$ cat config.mk
export PLATFORM = sky130hd
export DESIGN_NAME = mu0_control_flat
export DESIGN_NICKNAME = d
export VERILOG_FILES = /design/src/rtl/mu0_control_pkg.sv /design/src/rtl/mu0_control_if.sv /design/src/rtl/mu0_control_decode.sv /design/src/rtl/mu0_control.sv /design/src/flat_wrapper.sv
export SDC_FILE = /design/constraint.sdc
export NUM_CORES = 1
export LEC_CHECK = 0
export BUFFER_PORTS_ARGS = -buffer_cell sky130_fd_sc_hd__buf_2
export CAP_MARGIN = 10
export CORE_AREA = 2 2 52 54
export DETAILED_ROUTE_END_ITERATION = 10
export DIE_AREA = 0 0 54 56
export HOLD_SLACK_MARGIN = 0.03
export MAX_ROUTING_LAYER = met4
export PLACE_DENSITY = 0.82
export SLEW_MARGIN = 25
export SYNTH_ARGS = -nofsm -noshare
export SYNTH_HDL_FRONTEND = slang
export SYNTH_SLANG_ARGS = --single-unit
$ cat constraint.sdc
create_clock -name Clk -period 3.2 [get_ports Clk]
set_input_delay 0.8 -clock Clk [delete_from_list [all_inputs] [get_ports Clk]]
set_output_delay 0.8 -clock Clk [all_outputs]
set_load 0.1 [all_outputs]
$ cat src/rtl/mu0_control_pkg.sv
// Shared types and encodings for the MU0 sequencer: FSM states, opcodes, ALU functions,
// mux select values and the packed control word produced by the decoder.
package mu0_control_pkg;

  typedef enum logic [2:0] {
    ST_IDLE  = 3'd0,
    ST_FETCH = 3'd1,
    ST_EXEC  = 3'd2,
    ST_HALT  = 3'd3,
    ST_FAULT = 3'd4
  } state_t;

  // Opcodes 8..F are illegal and send the sequencer to FAULT.
  localparam logic [3:0] OP_LDA = 4'h0;
  localparam logic [3:0] OP_STA = 4'h1;
  localparam logic [3:0] OP_ADD = 4'h2;
  localparam logic [3:0] OP_SUB = 4'h3;
  localparam logic [3:0] OP_JMP = 4'h4;
  localparam logic [3:0] OP_JGE = 4'h5;
  localparam logic [3:0] OP_JNE = 4'h6;
  localparam logic [3:0] OP_STP = 4'h7;

  localparam logic [1:0] ALU_Y   = 2'b00;
  localparam logic [1:0] ALU_ADD = 2'b01;
  localparam logic [1:0] ALU_SUB = 2'b10;
  localparam logic [1:0] ALU_INC = 2'b11;

  localparam logic ADDR_PC = 1'b0;
  localparam logic ADDR_IR = 1'b1;
  localparam logic X_ACC   = 1'b0;
  localparam logic X_PC    = 1'b1;
  localparam logic Y_MEM   = 1'b0;
  localparam logic Y_IR    = 1'b1;

  typedef struct packed {
    logic       mem_rq;
    logic       rnw;
    logic       addr_sel;
    logic       x_sel;
    logic       y_sel;
    logic [1:0] alu_fs;
    logic       pc_en;
    logic       ir_en;
    logic       acc_en;
    logic       acc_oe;
  } ctrl_t;

  // Wait counter must be able to hold TIMEOUT itself; keep at least one bit when disabled.
  function automatic int wait_width(input int timeout);
    int w;
    w = $clog2(timeout + 1);
    return (w < 1) ? 1 : w;
  endfunction

endpackage

$ cat src/rtl/mu0_control_if.sv
// Control-side bundle between the MU0 sequencer and its datapath/memory: opcode and flags in,
// memory handshake, mux selects, load enables and status out.
interface mu0_control_if #(
  parameter int CNT_W = 16
);
  logic [3:0]       F;
  logic             N;
  logic             Z;
  logic             MemAck;
  logic             MEMrq;
  logic             RnW;
  logic             Addr_sel;
  logic             X_sel;
  logic             Y_sel;
  logic [1:0]       ALU_fs;
  logic             PC_En;
  logic             IR_En;
  logic             Acc_En;
  logic             Acc_oe;
  logic             Halted;
  logic             Fault;
  logic [CNT_W-1:0] InstrCount;

  modport master (
    input  F, N, Z, MemAck,
    output MEMrq, RnW, Addr_sel, X_sel, Y_sel, ALU_fs,
           PC_En, IR_En, Acc_En, Acc_oe, Halted, Fault, InstrCount
  );

  modport slave (
    output F, N, Z, MemAck,
    input  MEMrq, RnW, Addr_sel, X_sel, Y_sel, ALU_fs,
           PC_En, IR_En, Acc_En, Acc_oe, Halted, Fault, InstrCount
  );
endinterface

$ cat src/rtl/mu0_control_decode.sv
// Combinational control-word decode from FSM state, opcode, flags and MemAck; zero latency.
// Load enables are Mealy on MemAck so a stalled transfer never commits partial state.
module mu0_control_decode
  import mu0_control_pkg::*;
(
  input  state_t     state,
  input  logic [3:0] f,
  input  logic       n,
  input  logic       z,
  input  logic       mem_ack,
  output ctrl_t      ctrl
);

  logic take;

  always_comb begin
    take = (f == OP_JMP) || ((f == OP_JGE) && !n) || ((f == OP_JNE) && !z);

    ctrl          = '0;
    ctrl.addr_sel = ADDR_PC;
    ctrl.x_sel    = X_ACC;
    ctrl.y_sel    = Y_MEM;
    ctrl.alu_fs   = ALU_Y;

    unique case (state)
      ST_FETCH: begin
        ctrl.mem_rq   = 1'b1;
        ctrl.rnw      = 1'b1;
        ctrl.addr_sel = ADDR_PC;
        if (mem_ack) begin
          ctrl.ir_en  = 1'b1;
          ctrl.pc_en  = 1'b1;
          ctrl.x_sel  = X_PC;
          ctrl.alu_fs = ALU_INC;
        end
      end

      ST_EXEC: begin
        case (f)
          OP_LDA: begin
            ctrl.mem_rq   = 1'b1;
            ctrl.rnw      = 1'b1;
            ctrl.addr_sel = ADDR_IR;
            if (mem_ack) begin
              ctrl.acc_en = 1'b1;
              ctrl.y_sel  = Y_MEM;
              ctrl.alu_fs = ALU_Y;
            end
          end

          OP_STA: begin
            ctrl.mem_rq   = 1'b1;
            ctrl.rnw      = 1'b0;
            ctrl.addr_sel = ADDR_IR;
            ctrl.acc_oe   = 1'b1;
          end

          OP_ADD, OP_SUB: begin
            ctrl.mem_rq   = 1'b1;
            ctrl.rnw      = 1'b1;
            ctrl.addr_sel = ADDR_IR;
            ctrl.x_sel    = X_ACC;
            ctrl.y_sel    = Y_MEM;
            if (mem_ack) begin
              ctrl.acc_en = 1'b1;
              ctrl.alu_fs = (f == OP_ADD) ? ALU_ADD : ALU_SUB;
            end
          end

          // Untaken branches simply fall through to the next fetch with no enables.
          OP_JMP, OP_JGE, OP_JNE: begin
            if (take) begin
              ctrl.pc_en  = 1'b1;
              ctrl.y_sel  = Y_IR;
              ctrl.alu_fs = ALU_Y;
            end
          end

          default: ;
        endcase
      end

      default: ;
    endcase
  end

endmodule

$ cat src/rtl/mu0_control.sv
// MU0 fetch/execute sequencer: 1 IDLE cycle after reset, then fetch+execute (2 cycles + wait states).
// Holds MEMrq until MemAck; faults if no ack within TIMEOUT request cycles (0 disables the timeout).
module mu0_control #(
  parameter int TIMEOUT = 15,
  parameter int CNT_W   = 16
) (
  input  logic          Clk,
  input  logic          nReset,
  mu0_control_if.master bus
);
  import mu0_control_pkg::*;

  localparam int                WAIT_W    = wait_width(TIMEOUT);
  localparam logic [WAIT_W-1:0] WAIT_LAST = WAIT_W'((TIMEOUT > 0) ? TIMEOUT - 1 : 0);

  state_t           state_q;
  state_t           state_d;
  logic [WAIT_W-1:0] wait_q;
  logic [CNT_W-1:0]  count_q;
  ctrl_t             ctrl;
  logic              ack;
  logic              timeout_hit;

  mu0_control_decode u_decode (
    .state   (state_q),
    .f       (bus.F),
    .n       (bus.N),
    .z       (bus.Z),
    .mem_ack (bus.MemAck),
    .ctrl    (ctrl)
  );

  // An ack arriving on the last allowed request cycle still completes the transfer.
  assign ack         = ctrl.mem_rq & bus.MemAck;
  assign timeout_hit = (TIMEOUT > 0) && ctrl.mem_rq && !bus.MemAck && (wait_q == WAIT_LAST);

  always_ff @(posedge Clk or negedge nReset) begin
    if (!nReset) begin
      state_q <= ST_IDLE;
    end else begin
      state_q <= state_d;
    end
  end

  always_comb begin
    state_d = state_q;
    unique case (state_q)
      ST_IDLE: state_d = ST_FETCH;

      ST_FETCH: begin
        if (ack) begin
          state_d = ST_EXEC;
        end else if (timeout_hit) begin
          state_d = ST_FAULT;
        end
      end

      ST_EXEC: begin
        if (ctrl.mem_rq) begin
          if (ack) begin
            state_d = ST_FETCH;
          end else if (timeout_hit) begin
            state_d = ST_FAULT;
          end
        end else if (bus.F == OP_STP) begin
          state_d = ST_HALT;
        end else if (bus.F > OP_STP) begin
          state_d = ST_FAULT;
        end else begin
          state_d = ST_FETCH;
        end
      end

      default: state_d = state_q;
    endcase
  end

  always_ff @(posedge Clk or negedge nReset) begin
    if (!nReset) begin
      wait_q <= '0;
    end else if ((state_d != state_q) || ack) begin
      wait_q <= '0;
    end else if (ctrl.mem_rq && (TIMEOUT > 0)) begin
      wait_q <= wait_q + WAIT_W'(1);
    end
  end

  always_ff @(posedge Clk or negedge nReset) begin
    if (!nReset) begin
      count_q <= '0;
    end else if ((state_q == ST_FETCH) && ack) begin
      count_q <= count_q + CNT_W'(1);
    end
  end

  assign bus.MEMrq      = ctrl.mem_rq;
  assign bus.RnW        = ctrl.rnw;
  assign bus.Addr_sel   = ctrl.addr_sel;
  assign bus.X_sel      = ctrl.x_sel;
  assign bus.Y_sel      = ctrl.y_sel;
  assign bus.ALU_fs     = ctrl.alu_fs;
  assign bus.PC_En      = ctrl.pc_en;
  assign bus.IR_En      = ctrl.ir_en;
  assign bus.Acc_En     = ctrl.acc_en;
  assign bus.Acc_oe     = ctrl.acc_oe;
  assign bus.Halted     = (state_q == ST_HALT);
  assign bus.Fault      = (state_q == ST_FAULT);
  assign bus.InstrCount = count_q;

endmodule

$ cat src/flat_wrapper.sv
// flat-port wrapper written by rule: the top's interface ports become plain ports
module mu0_control_flat import mu0_control_pkg::*;
#(
  parameter int TIMEOUT = 15,
  parameter int CNT_W   = 16
)
  (Clk, nReset, bus_F, bus_N, bus_Z, bus_MemAck, bus_MEMrq, bus_RnW, bus_Addr_sel, bus_X_sel, bus_Y_sel, bus_ALU_fs, bus_PC_En, bus_IR_En, bus_Acc_En, bus_Acc_oe, bus_Halted, bus_Fault, bus_InstrCount);
  mu0_control_if #(.CNT_W(CNT_W)) bus_i ();
  input  logic Clk;
  input  logic nReset;
  input wire logic [$bits(bus_i.F)-1:0] bus_F;
  input wire logic [$bits(bus_i.N)-1:0] bus_N;
  input wire logic [$bits(bus_i.Z)-1:0] bus_Z;
  input wire logic [$bits(bus_i.MemAck)-1:0] bus_MemAck;
  output wire logic [$bits(bus_i.MEMrq)-1:0] bus_MEMrq;
  output wire logic [$bits(bus_i.RnW)-1:0] bus_RnW;
  output wire logic [$bits(bus_i.Addr_sel)-1:0] bus_Addr_sel;
  output wire logic [$bits(bus_i.X_sel)-1:0] bus_X_sel;
  output wire logic [$bits(bus_i.Y_sel)-1:0] bus_Y_sel;
  output wire logic [$bits(bus_i.ALU_fs)-1:0] bus_ALU_fs;
  output wire logic [$bits(bus_i.PC_En)-1:0] bus_PC_En;
  output wire logic [$bits(bus_i.IR_En)-1:0] bus_IR_En;
  output wire logic [$bits(bus_i.Acc_En)-1:0] bus_Acc_En;
  output wire logic [$bits(bus_i.Acc_oe)-1:0] bus_Acc_oe;
  output wire logic [$bits(bus_i.Halted)-1:0] bus_Halted;
  output wire logic [$bits(bus_i.Fault)-1:0] bus_Fault;
  output wire logic [$bits(bus_i.InstrCount)-1:0] bus_InstrCount;
  assign bus_i.F = bus_F;
  assign bus_i.N = bus_N;
  assign bus_i.Z = bus_Z;
  assign bus_i.MemAck = bus_MemAck;
  assign bus_MEMrq = bus_i.MEMrq;
  assign bus_RnW = bus_i.RnW;
  assign bus_Addr_sel = bus_i.Addr_sel;
  assign bus_X_sel = bus_i.X_sel;
  assign bus_Y_sel = bus_i.Y_sel;
  assign bus_ALU_fs = bus_i.ALU_fs;
  assign bus_PC_En = bus_i.PC_En;
  assign bus_IR_En = bus_i.IR_En;
  assign bus_Acc_En = bus_i.Acc_En;
  assign bus_Acc_oe = bus_i.Acc_oe;
  assign bus_Halted = bus_i.Halted;
  assign bus_Fault = bus_i.Fault;
  assign bus_InstrCount = bus_i.InstrCount;
  mu0_control #(.TIMEOUT(TIMEOUT), .CNT_W(CNT_W)) u_core (.Clk(Clk), .nReset(nReset), .bus(bus_i));
endmodule
==> results of run 1 <==
[cells by family after synthesis]
group | count (synthesis) | share of synthesized area
flip-flops | 23 | 0.441
AO/OA/AOI/OAI | 16 | 0.0920
AND/OR/NAND/NOR | 61 | 0.265
adder cells (fa/ha/maj) | 3 | 0.0287
XOR/XNOR | 16 | 0.107
buffers and inverters | 12 | 0.0431
multiplexers | 3 | 0.0230
[cell type report]
class	instances	area, um2	area share
clock buffers	4	26.3	0.0162
inverters	7	26.3	0.0162
flip-flops and latches	23	576	0.354
repair buffers	38	223	0.137
multi-input cells	99	738	0.454
well taps	30	37.5	0.0231
[state kept, by name (all words and copies together) (netlist names)]
register               cells
u_core.bus.InstrCount     16
u_core.wait_q              4
u_core.state_q             3
[critical path, stage by stage (launching register included)]
cell                       delay [ns]
sky130_fd_sc_hd__dfrtp_1         0.51
sky130_fd_sc_hd__nand2b_1        0.30
sky130_fd_sc_hd__nor4_4          0.29
sky130_fd_sc_hd__a31oi_1         0.19
sky130_fd_sc_hd__nor2b_4         0.13
sky130_fd_sc_hd__buf_2           0.42
[report_power, final]
| part | internal (mW) | switching, mW |
|---|---|---|
| registers | 0.324 | 0.0656 |
| logic | 0.0845 | 0.239 |
| clock network | 0.0487 | 0.0862 |
[how the worst max path moves through the flow]
stage | slack [ns] | cells past startpoint | end | start
after floorplan | -0.59 | 2 | bus_Acc_oe | bus_F[2]
after global placement | 0.37 | 5 | bus_ALU_fs[0] | bus_F[2]
after detailed placement | 0.33 | 5 | bus_ALU_fs[1] | bus_F[2]
after CTS | 0.20 | 5 | bus_ALU_fs[1] | u_core.state_q[0]
after global routing | 0.09 | 5 | bus_ALU_fs[1] | u_core.state_q[0]
final | 0.25 | 5 | bus_ALU_fs[1] | u_core.state_q[0]
[layer usage]
metal  track usage  part of all wire
met4        0.0857             0.013
met1         0.222              0.41
met5             -                 0
met3        0.0269             0.040
met2         0.336              0.53
[synth_stat cells, drive strengths merged]
cell	n
or3	1
buf	3
xnor2	11
o21ai	2
nand2	11
dfrtp	23
nor3b	2
nand3	8
nor3	2
a21o	2
nand2b	5
nand3b	1
a31oi	3
nor2	15
a221oi	1
or4b	1
nor4	4
and4	3
nor2b	2
clkbuf	2
inv	7
a2111oi	1
nand4	2
nand4bb	1
a21oi	5
o31a	1
o32a	1
ha	3
or2	2
xor2	5
and3	1
mux2i	3
[stage by stage]
stage	total power [mW]	utilization	cell area (um2)
after floorplan	0.663	-	1370
after global placement	0.703	0.658	1600
after detailed placement	0.721	0.658	1600
after CTS	0.860	0.669	1630
after global routing	0.894	0.669	1630
final	0.849	0.669	1630
==> insert_results.sql, run 1 <==
INSERT INTO impl_metrics (metric_group, metric, value, unit) VALUES
('clock_network', 'later_pin_clock_latency_in_the_skew_report', '0.31', 'ns'),
('grt', 'number_of_global_route_vias_before_repair', '1046', ''),
('timing', 'summed_negative_setup_slack_over_all_endpoints', '0', 'ns'),
('placed_design', 'setup_slack_at_placement', '0.328', 'ns'),
('floorplan', 'die-area', '0.00302', 'mm2'),
('clock_network', 'cts_setup_buffers', '0', ''),
('synth', 'synth.yosys.warnings', '0', ''),
('grt', 'grt_start_max_net_pins', '24', ''),
('synth', 'synthCells', '134', ''),
('worst_setup_path', 'reg2regPathDepth', '5', ''),
('floorplan', 'initial_core_util', '0.537', ''),
('worst_setup_path', 'cp.arrival', '2.15', 'ns'),
('worst_setup_path', 'worst-r2r-setup-slack', '1.24', 'ns'),
('placed_design', 'placed_cells', '197', ''),
('outcome', 'outcome', 'completed', ''),
('routing', 'vias', '1128', ''),
('timing', 'fin_skew', '0.00101', 'ns'),
('clock_network', 'clock_tree_from_tritoncts', 'built', ''),
('worst_setup_path', 'cp_max_fo', '10', ''),
('clock_network', 'clock_path_buffers', '2', ''),
('synth', 'synthTopCellsByArea', 'sky130_fd_sc_hd__dfrtp_1, sky130_fd_sc_hd__xnor2_1, sky130_fd_sc_hd__nor2_1', ''),
('finish', 'leading_cell_types_in_the_layout_fill_and_taps_excluded', 'sky130_fd_sc_hd__buf_2, sky130_fd_sc_hd__dfrtp_1, sky130_fd_sc_hd__nor2_1', ''),
('timing', 'final_worst_path_cycle_share', '0.922', ''),
('power_and_ir_drop', 'power_density', '522', 'mW/mm2'),
('synth', 'yosysSeqAreaShare', '0.441', ''),
('timing', 'finalHoldViolCount', '0', ''),
('routing', 'route.detailed.vias_per_inst', '5.61', ''),
('finish', 'syn2layout_area_growth', '24.5', '%'),
('finish', 'post_layout_nonfiller_instances', '201', ''),
('routing', 'detailedRoute.firstIterationViolations', '12', ''),
('timing', 'fin_ws', '0.248', 'ns'),
('timing', 'grt_setup_unrepaired', 'no', ''),
('floorplan', 'fp-row-count', '18', ''),
('synth', 'ys_types', '38', ''),
('clock_network', 'postCtsResizedCells', '0', ''),
('timing', 'fin_crit', '2.95', 'ns'),
('routing', 'firstDrtPassIters', '4', ''),
('finish', 'fill_cells', '210', ''),
('routing', 'route.antenna.remaining_nets', '0', ''),
('finish', 'most_common_library_cell_in_the_layout_ignoring_fill_and_taps', 'sky130_fd_sc_hd__buf_2', ''),
('timing', 'finalMaxSlewViolations', '0', ''),
('clock_network', 'ctsHoldBuffers', '0', ''),
('worst_setup_path', 'cp-end-kind', 'output pin', ''),
('hold_path', 'holdCritPathClass', 'input pin to async pin', ''),
('worst_setup_path', 'worst_reg2reg_path_endpoint', 'u_core.bus.InstrCount[13]', ''),
('timing', 'worstMarginPinSlew', '0.636', 'ns'),
('floorplan', 'fp.dieH', '56', 'um'),
('worst_setup_path', 'critical_path_class', 'flop to output pin', ''),
('worst_setup_path', 'cp_data_required_time', '2.40', 'ns'),
('placed_design', 'routabilityCongestion', '0.803', ''),
('worst_setup_path', 'timing.critical_path.from_type', 'flop', ''),
('power_and_ir_drop', 'total_leakage_power', '0.819', 'nW'),
('job', 'timing.max_cap.violations', '0', ''),
('clock_network', 'htreeDepth', '1', ''),
('grt', 'grt_first_pass_wirelength', '4400', 'um'),
('placed_design', 'port_buffers', '37', ''),
('clock_network', 'clk_pin_slew', '0.12', 'ns'),
('grt', 'antenna_found_initial', '0', ''),
('finish', 'insertedDiodeCount', '0', ''),
('routing', 'detail_route.wirelength', '2720', 'um'),
('clock_network', 'root_buffer', 'sky130_fd_sc_hd__clkbuf_4', ''),
('timing', 'max_freq', '339', 'MHz'),
('placed_design', 'detailed_place_hpwl', '2120', 'um'),
('floorplan', 'placeableCoreArea', '0.00243', 'mm2'),
('routing', 'drcViolationCount', '0', ''),
('timing', 'slew-limit-headroom', '0.576', ''),
('floorplan', 'die_w', '54', 'um'),
('synth', 'average_cell_area_after_synthesis', '9.75', 'um2'),
('synth', 'ys_ff_latch', '23', ''),
('timing', 'final_setup_fails', '0', ''),
('grt', 'grt_overflow_total', '0', '');
No activity file was read; power rests on OpenSTA's default activity.
==> inputs of run 2 (changes only) <==
Settings changed: CORE_AREA 2 2 52 54 to 2 2 45 63, DIE_AREA 0 0 54 56 to 0 0 47 65, PLACE_DENSITY 0.82 to 0.81.
==> insert_results.sql, run 2 (synthesis gave the netlist of run 1 again) <==
INSERT INTO impl_metrics (metric_group, metric, value, unit) VALUES
('outcome', 'outcome', 'completed', ''),
('floorplan', 'die_w', '47', 'um'),
('worst_setup_path', 'timing.critical_path.from_type', 'flop', ''),
('timing', 'slew-limit-headroom', '0.582', ''),
('grt', 'grt_start_max_net_pins', '24', ''),
('routing', 'wirelength_per_cell', '12.8', 'um'),
('floorplan', 'pin_count', '38', ''),
('clock_network', 'cts_inserted_buffers', '3', ''),
('floorplan', 'initial_core_util', '0.516', ''),
('grt', 'number_of_global_route_vias_before_repair', '1121', ''),
('power_and_ir_drop', 'power_density', '519', 'mW/mm2'),
('power_and_ir_drop', 'total_leakage_power', '0.818', 'nW'),
('clock_network', 'ctsHoldBuffers', '0', ''),
('placed_design', 'detailed_place.area', '0.00161', 'mm2'),
('worst_setup_path', 'cp_max_fo', '10', ''),
('clock_network', 'clock_path_buffers', '2', ''),
('finish', 'insertedDiodeCount', '0', ''),
('worst_setup_path', 'cp-end-kind', 'output pin', ''),
('timing', 'fin_crit', '2.96', 'ns'),
('worst_setup_path', 'cpPeakStageDelay', '0.52', 'ns'),
('clock_network', 'cts.sink_count', '23', ''),
('timing', 'final_setup_fails', '0', ''),
('timing', 'summed_negative_setup_slack_over_all_endpoints', '0', 'ns'),
('timing', 'finalHoldViolCount', '0', ''),
('placed_design', 'setup_slack_at_placement', '0.324', 'ns'),
('worst_setup_path', 'critical_path_class', 'flop to output pin', ''),
('worst_setup_path', 'worstPathCellList', 'nand2b_1 > nor4_4 > a31oi_1 > nor2b_4 > buf_2', ''),
('worst_setup_path', 'cp.arrival', '2.16', 'ns'),
('clock_network', 'cts_setup_buffers', '0', ''),
('power_and_ir_drop', 'report.power.total', '0.851', 'mW'),
('floorplan', 'fp.dieH', '65', 'um'),
('finish', 'layout.cell_area.non_filler', '0.00164', 'mm2'),
('worst_setup_path', 'timing.critical_path.from', 'u_core.state_q[0]', ''),
('worst_setup_path', 'worst_path_max_delay_cell', 'sky130_fd_sc_hd__dfrtp_1', ''),
('finish', 'post_layout_nonfiller_instances', '207', ''),
('routing', 'vias', '1117', ''),
('hold_path', 'holdCritPathClass', 'input pin to async pin', ''),
('timing', 'grt_setup_unrepaired', 'no', ''),
('grt', 'grt_first_pass_wirelength', '4570', 'um'),
('floorplan', 'fp-row-count', '22', ''),
('grt', 'antenna_found_initial', '0', ''),
('finish', 'syn2layout_area_growth', '25.4', '%'),
('timing', 'final_worst_path_cycle_share', '0.924', ''),
('clock_network', 'later_pin_clock_latency_in_the_skew_report', '0.31', 'ns'),
('finish', 'design.final.nets', '184', ''),
('clock_network', 'htreeDepth', '1', ''),
('timing', 'max_freq', '338', 'MHz'),
('worst_setup_path', 'crit_family', 'simple AND/OR/NAND/NOR gates', ''),
('power_and_ir_drop', 'power.ir.vdd_worst', '0.470', 'mV'),
('placed_design', 'port_buffers', '37', ''),
('finish', 'most_common_library_cell_in_the_layout_ignoring_fill_and_taps', 'sky130_fd_sc_hd__buf_2', ''),
('worst_setup_path', 'cp_num_buf_inv', '1', ''),
('routing', 'detailedRoute.firstIterationViolations', '18', ''),
('timing', 'hold-worst-slack', '0.434', 'ns'),
('job', 'timing.max_cap.violations', '0', ''),
('timing', 'fin_ws', '0.244', 'ns'),
('routing', 'detail_route.wirelength', '2660', 'um'),
('grt', 'grt_use_total', '0.203', ''),
('placed_design', 'detailed_place_hpwl', '2110', 'um'),
('timing', 'worstMarginPinSlew', '0.628', 'ns'),
('clock_network', 'clock_tree_from_tritoncts', 'built', ''),
('worst_setup_path', 'rr_startpoint', 'u_core.state_q[2]', ''),
('finish', 'leading_cell_types_in_the_layout_fill_and_taps_excluded', 'sky130_fd_sc_hd__buf_2, sky130_fd_sc_hd__dfrtp_1, sky130_fd_sc_hd__nor2_1', ''),
('routing', 'drcViolationCount', '0', ''),
('clock_network', 'clk_pin_slew', '0.13', 'ns'),
('finish', 'final_layout_size_suffix_gt1_frac', '0.339', ''),
('routing', 'firstDrtPassIters', '4', ''),
('finish', 'fin_util', '0.647', ''),
('timing', 'finalMaxSlewViolations', '0', ''),
('grt', 'grt_overflow_total', '0', ''),
('worst_setup_path', 'cp_data_required_time', '2.40', 'ns'),
('floorplan', 'die-area', '0.00306', 'mm2'),
('routing', 'route.antenna.remaining_nets', '0', ''),
('finish', 'fill_cells', '207', ''),
('placed_design', 'placed_cells', '203', ''),
('placed_design', 'routabilityCongestion', '0.800', ''),
('clock_network', 'postCtsResizedCells', '0', ''),
('timing', 'fin_skew', '0.00539', 'ns'),
('floorplan', 'placeableCoreArea', '0.00253', 'mm2'),
('clock_network', 'root_buffer', 'sky130_fd_sc_hd__clkbuf_4', ''),
('finish', 'largest_register_ff_count', '16', ''),
('routing', 'route.detailed.vias_per_inst', '5.40', '');
-- run 2: cell count changes in the layout (fill, tap and decap cells not counted), sizes merged --
cell,delta
clkinvlp,+1
clkbuf,-1
-- run 2: report_power, final --
part / internal (mW) / leakage, nW / switching, mW
Clock: 0.0476 / 0.0139 / 0.0900
Sequential: 0.324 / 0.307 / 0.0646
Combinational: 0.0846 / 0.497 / 0.240
-- run 2: layout make-up --
cell class                 instances  area (um2)  area share
clock buffer                       3        22.5      0.0138
clock inverter                     1        7.51     0.00458
inverter                           7        26.3      0.0160
multi-input combinational         99         738       0.451
sequential                        23         576       0.351
tap                               36        45.0      0.0275
timing repair buffer              38         223       0.136
-- run 2: path summary, 6_finish.rpt --
| kind | endpoint | slack (ns) | cells past startpoint |
|---|---|---|---|
| max | bus_ALU_fs[0] | 0.24 | 5 |
| min | u_core.bus.InstrCount[8] | 0.43 | 1 |
| max reg2reg | u_core.bus.InstrCount[13] | 1.08 | 5 |
| min reg2reg | u_core.bus.InstrCount[15] | 0.48 | 1 |
| max in group asynchronous | u_core.wait_q[0] | 2.42 | 1 |
| min in group Clk | u_core.bus.InstrCount[15] | 0.48 | 1 |
-- run 2: per-layer routing --
| metal | GRT usage | part of all wire |
|---|---|---|
| met1 | 0.232 | 0.41 |
| met2 | 0.339 | 0.53 |
| met3 | 0.0195 | 0.047 |
| met4 | 0.0972 | 0.017 |
| met5 | - | 0 |
==> inputs of run 3 (changes only) <==
Settings changed: ABC_AREA set to 1, CORE_AREA 2 2 45 63 to 2 2 67 44, DIE_AREA 0 0 47 65 to 0 0 69 46.
==> insert_results.sql, run 3 <==
INSERT INTO impl_metrics (metric_group, metric, value, unit) VALUES
('timing', 'fin_ws', '0.250', 'ns'),
('grt', 'grt_busiest_layer', 'met2', ''),
('hold_path', 'hold_path.startpoint', 'u_core.bus.InstrCount[15]', ''),
('timing', 'worstMarginPinSlew', '0.501', 'ns'),
('clock_network', 'ctsHoldBuffers', '0', ''),
('worst_setup_path', 'timing.critical_path.mode_cell', 'sky130_fd_sc_hd__buf_2', ''),
('floorplan', 'die-area', '0.00317', 'mm2'),
('routing', 'vias', '1205', ''),
('clock_network', 'later_pin_clock_latency_in_the_skew_report', '0.26', 'ns'),
('timing', 'slew-limit-headroom', '0.666', ''),
('timing', 'finalMaxSlewViolations', '0', ''),
('timing', 'max_freq', '339', 'MHz'),
('finish', 'design.final.nets', '204', ''),
('timing', 'summed_negative_setup_slack_over_all_endpoints', '0', 'ns'),
('synth', 'ys_types', '31', ''),
('finish', 'most_common_library_cell_in_the_layout_ignoring_fill_and_taps', 'sky130_fd_sc_hd__buf_2', ''),
('clock_network', 'clk_pin_slew', '0.08', 'ns'),
('synth', 'average_cell_area_after_synthesis', '8.88', 'um2'),
('routing', 'route.detailed.vias_per_inst', '5.36', ''),
('floorplan', 'placeableCoreArea', '0.00263', 'mm2'),
('clock_network', 'postCtsResizedCells', '0', ''),
('job', 'timing.max_cap.violations', '0', ''),
('synth', 'synth.yosys.warnings', '0', ''),
('grt', 'grt_start_max_net_pins', '24', ''),
('clock_network', 'htreeDepth', '1', ''),
('floorplan', 'pin_count', '38', ''),
('synth', 'synth_top_cells_by_count', 'sky130_fd_sc_hd__nand2_1, sky130_fd_sc_hd__dfrtp_1, sky130_fd_sc_hd__inv_1', ''),
('floorplan', 'fp-row-count', '15', ''),
('clock_network', 'clock_tree_from_tritoncts', 'built', ''),
('worst_setup_path', 'worst_path_max_delay_cell', 'sky130_fd_sc_hd__buf_2', ''),
('clock_network', 'cts_setup_buffers', '0', ''),
('timing', 'fin_crit', '2.95', 'ns'),
('worst_setup_path', 'timing.critical_path.from_type', 'input pin', ''),
('grt', 'number_of_global_route_vias_before_repair', '1120', ''),
('routing', 'firstDrtPassIters', '4', ''),
('synth', 'yosysSeqAreaShare', '0.426', ''),
('power_and_ir_drop', 'power.ir.vdd_worst', '0.217', 'mV'),
('placed_design', 'detailed_place.area', '0.00164', 'mm2'),
('grt', 'globalRouteMet1Util', '0.224', ''),
('worst_setup_path', 'critical_path_class', 'input pin to output pin', ''),
('grt', 'grt_overflow_total', '0', ''),
('floorplan', 'fp.dieH', '46', 'um'),
('grt', 'grt_use_total', '0.203', ''),
('outcome', 'outcome', 'completed', ''),
('clock_network', 'cts.sink_count', '23', ''),
('synth', 'synthesis.nets', '164', ''),
('placed_design', 'port_buffers', '37', ''),
('worst_setup_path', 'cp_num_buf_inv', '3', ''),
('timing', 'final_worst_path_cycle_share', '0.922', ''),
('worst_setup_path', 'cp_max_fo', '5', ''),
('finish', 'syn2layout_area_growth', '25.2', '%'),
('synth', 'count_of_flip_flops_with_a_built_in_enable_after_synthesis', '0', ''),
('worst_setup_path', 'timing.critical_path.from', 'bus_F[3]', ''),
('synth', 'yosysTopAreaCell', 'sky130_fd_sc_hd__dfrtp_1', ''),
('grt', 'antenna_found_initial', '0', ''),
('finish', 'fin_util', '0.643', ''),
('routing', 'drcViolationCount', '0', ''),
('routing', 'wirelength_per_cell', '13.2', 'um'),
('routing', 'detail_route.wirelength', '2970', 'um'),
('placed_design', 'routabilityCongestion', '0.890', ''),
('routing', 'detailedRoute.firstIterationViolations', '48', ''),
('finish', 'leading_cell_types_in_the_layout_fill_and_taps_excluded', 'sky130_fd_sc_hd__buf_2, sky130_fd_sc_hd__nand2_1, sky130_fd_sc_hd__dfrtp_1', ''),
('finish', 'insertedDiodeCount', '0', ''),
('timing', 'grt_setup_unrepaired', 'no', ''),
('worst_setup_path', 'rr_startpoint', 'u_core.state_q[2]', ''),
('timing', 'finalHoldViolCount', '0', ''),
('power_and_ir_drop', 'report.power.total', '0.515', 'mW'),
('power_and_ir_drop', 'power_density', '305', 'mW/mm2'),
('routing', 'route.antenna.remaining_nets', '0', ''),
('synth', 'post-synth-top-area-fraction', '0.426', ''),
('clock_network', 'root_buffer', 'sky130_fd_sc_hd__clkbuf_8', ''),
('placed_design', 'setup_slack_at_placement', '0.264', 'ns'),
('timing', 'final_setup_fails', '0', ''),
('floorplan', 'die_w', '69', 'um'),
('worst_setup_path', 'cpPeakStageDelay', '0.42', 'ns'),
('grt', 'grtUsageMet2', '0.379', ''),
('synth', 'synth_most_common_cell', 'sky130_fd_sc_hd__nand2_1', ''),
('synth', 'ys.flop_type', 'sky130_fd_sc_hd__dfrtp_1', ''),
('clock_network', 'clock_path_buffers', '2', ''),
('clock_network', 'cts_inserted_buffers', '3', ''),
('synth', 'synthCells', '152', ''),
('timing', 'fin_skew', '0.00293', 'ns'),
('grt', 'grt_use_met3', '0.0531', ''),
('floorplan', 'initial_core_util', '0.514', ''),
('synth', 'syn-cell-area', '0.00135', 'mm2'),
('hold_path', 'holdCritPathClass', 'flop to flop', ''),
('placed_design', 'detailed_place_hpwl', '2370', 'um'),
('synth', 'synthTopCellsByArea', 'sky130_fd_sc_hd__dfrtp_1, sky130_fd_sc_hd__xor2_1, sky130_fd_sc_hd__nand2_1', ''),
('worst_setup_path', 'cp_data_required_time', '2.40', 'ns'),
('finish', 'largest_register_ff_count', '16', ''),
('synth', 'ys_async_sr_fraction', '1.00', ''),
('synth', 'ys_ff_latch', '23', ''),
('grt', 'grt_first_pass_wirelength', '4850', 'um'),
('worst_setup_path', 'crit_family', 'simple AND/OR/NAND/NOR gates', ''),
('finish', 'layout.cell_area.non_filler', '0.00169', 'mm2'),
('worst_setup_path', 'cp-end-kind', 'output pin', ''),
('worst_setup_path', 'cp.arrival', '2.15', 'ns'),
('finish', 'final_layout_size_suffix_gt1_frac', '0.340', ''),
('worst_setup_path', 'worstPathCellList', 'buf_2 > nor2_1 > nand3_2 > clkinvlp_4 > nand2_1 > nor2_4 > buf_2', ''),
('power_and_ir_drop', 'total_leakage_power', '0.908', 'nW');
==> run 3: path summary, 6_finish.rpt <==
check	end	slack (ns)	cells after the start
setup / recovery	bus_Acc_En	0.25	7
setup reg to reg	u_core.bus.InstrCount[13]	1.20	8
max in group asynchronous	u_core.state_q[2]	2.37	1
hold reg to reg	u_core.bus.InstrCount[15]	0.47	1
hold / removal	u_core.bus.InstrCount[15]	0.47	1
min in group asynchronous	u_core.bus.InstrCount[14]	0.49	1
==> run 3: cell type report <==
class,count,area [um2]
repair buffers,37,215
well taps,34,42.5
fillers,227,937
multi-input cells,107,732
flip-flops and latches,23,576
clock buffers,3,41.3
clock inverters,1,5.00
inverters,20,78.8
==> run 3: stage by stage <==
step / cells / hold slack (ns)
after global routing: 225 / 0.503
after detailed placement: 221 / 0.462
after global placement: 221 / 0.458
after floorplan: 152 / 0.504
after CTS: 225 / 0.473
final: 225 / 0.468
==> run 3: cells by family after synthesis <==
| family | count (synthesis) | share of synthesized area |
|---|---|---|
| AND/OR/NAND/NOR | 70 | 0.284 |
| flip-flops | 23 | 0.426 |
| buffers and inverters | 22 | 0.0695 |
| XOR/XNOR | 18 | 0.117 |
| AO/OA/AOI/OAI | 16 | 0.0760 |
| adder cells (fa/ha/maj) | 3 | 0.0278 |
==> run 3: routing by layer <==
layer  wire, um  up-vias
li1           -      576
met1       1240      593
met2       1550       34
met3        153        2
met4         19        0
met5          0        -
==> run 3: report_power, final <==
group          internal [mW]  total (mW)  leakage [nW]  switching, mW
clock network         0.0869       0.176        0.0255         0.0891
logic                0.00974      0.0448         0.600         0.0351
registers              0.292       0.294         0.282        0.00212
==> run 3: worst reg2reg max path, stage by stage (launching register included) <==
cell                      delay [ns]
sky130_fd_sc_hd__dfrtp_1        0.44
sky130_fd_sc_hd__inv_2          0.14
sky130_fd_sc_hd__nand3_4        0.16
sky130_fd_sc_hd__nor2_4         0.33
sky130_fd_sc_hd__nand2_2        0.13
sky130_fd_sc_hd__nor2_2         0.17
sky130_fd_sc_hd__nand2_1        0.13
sky130_fd_sc_hd__nor4_2         0.22
sky130_fd_sc_hd__xor2_1         0.20
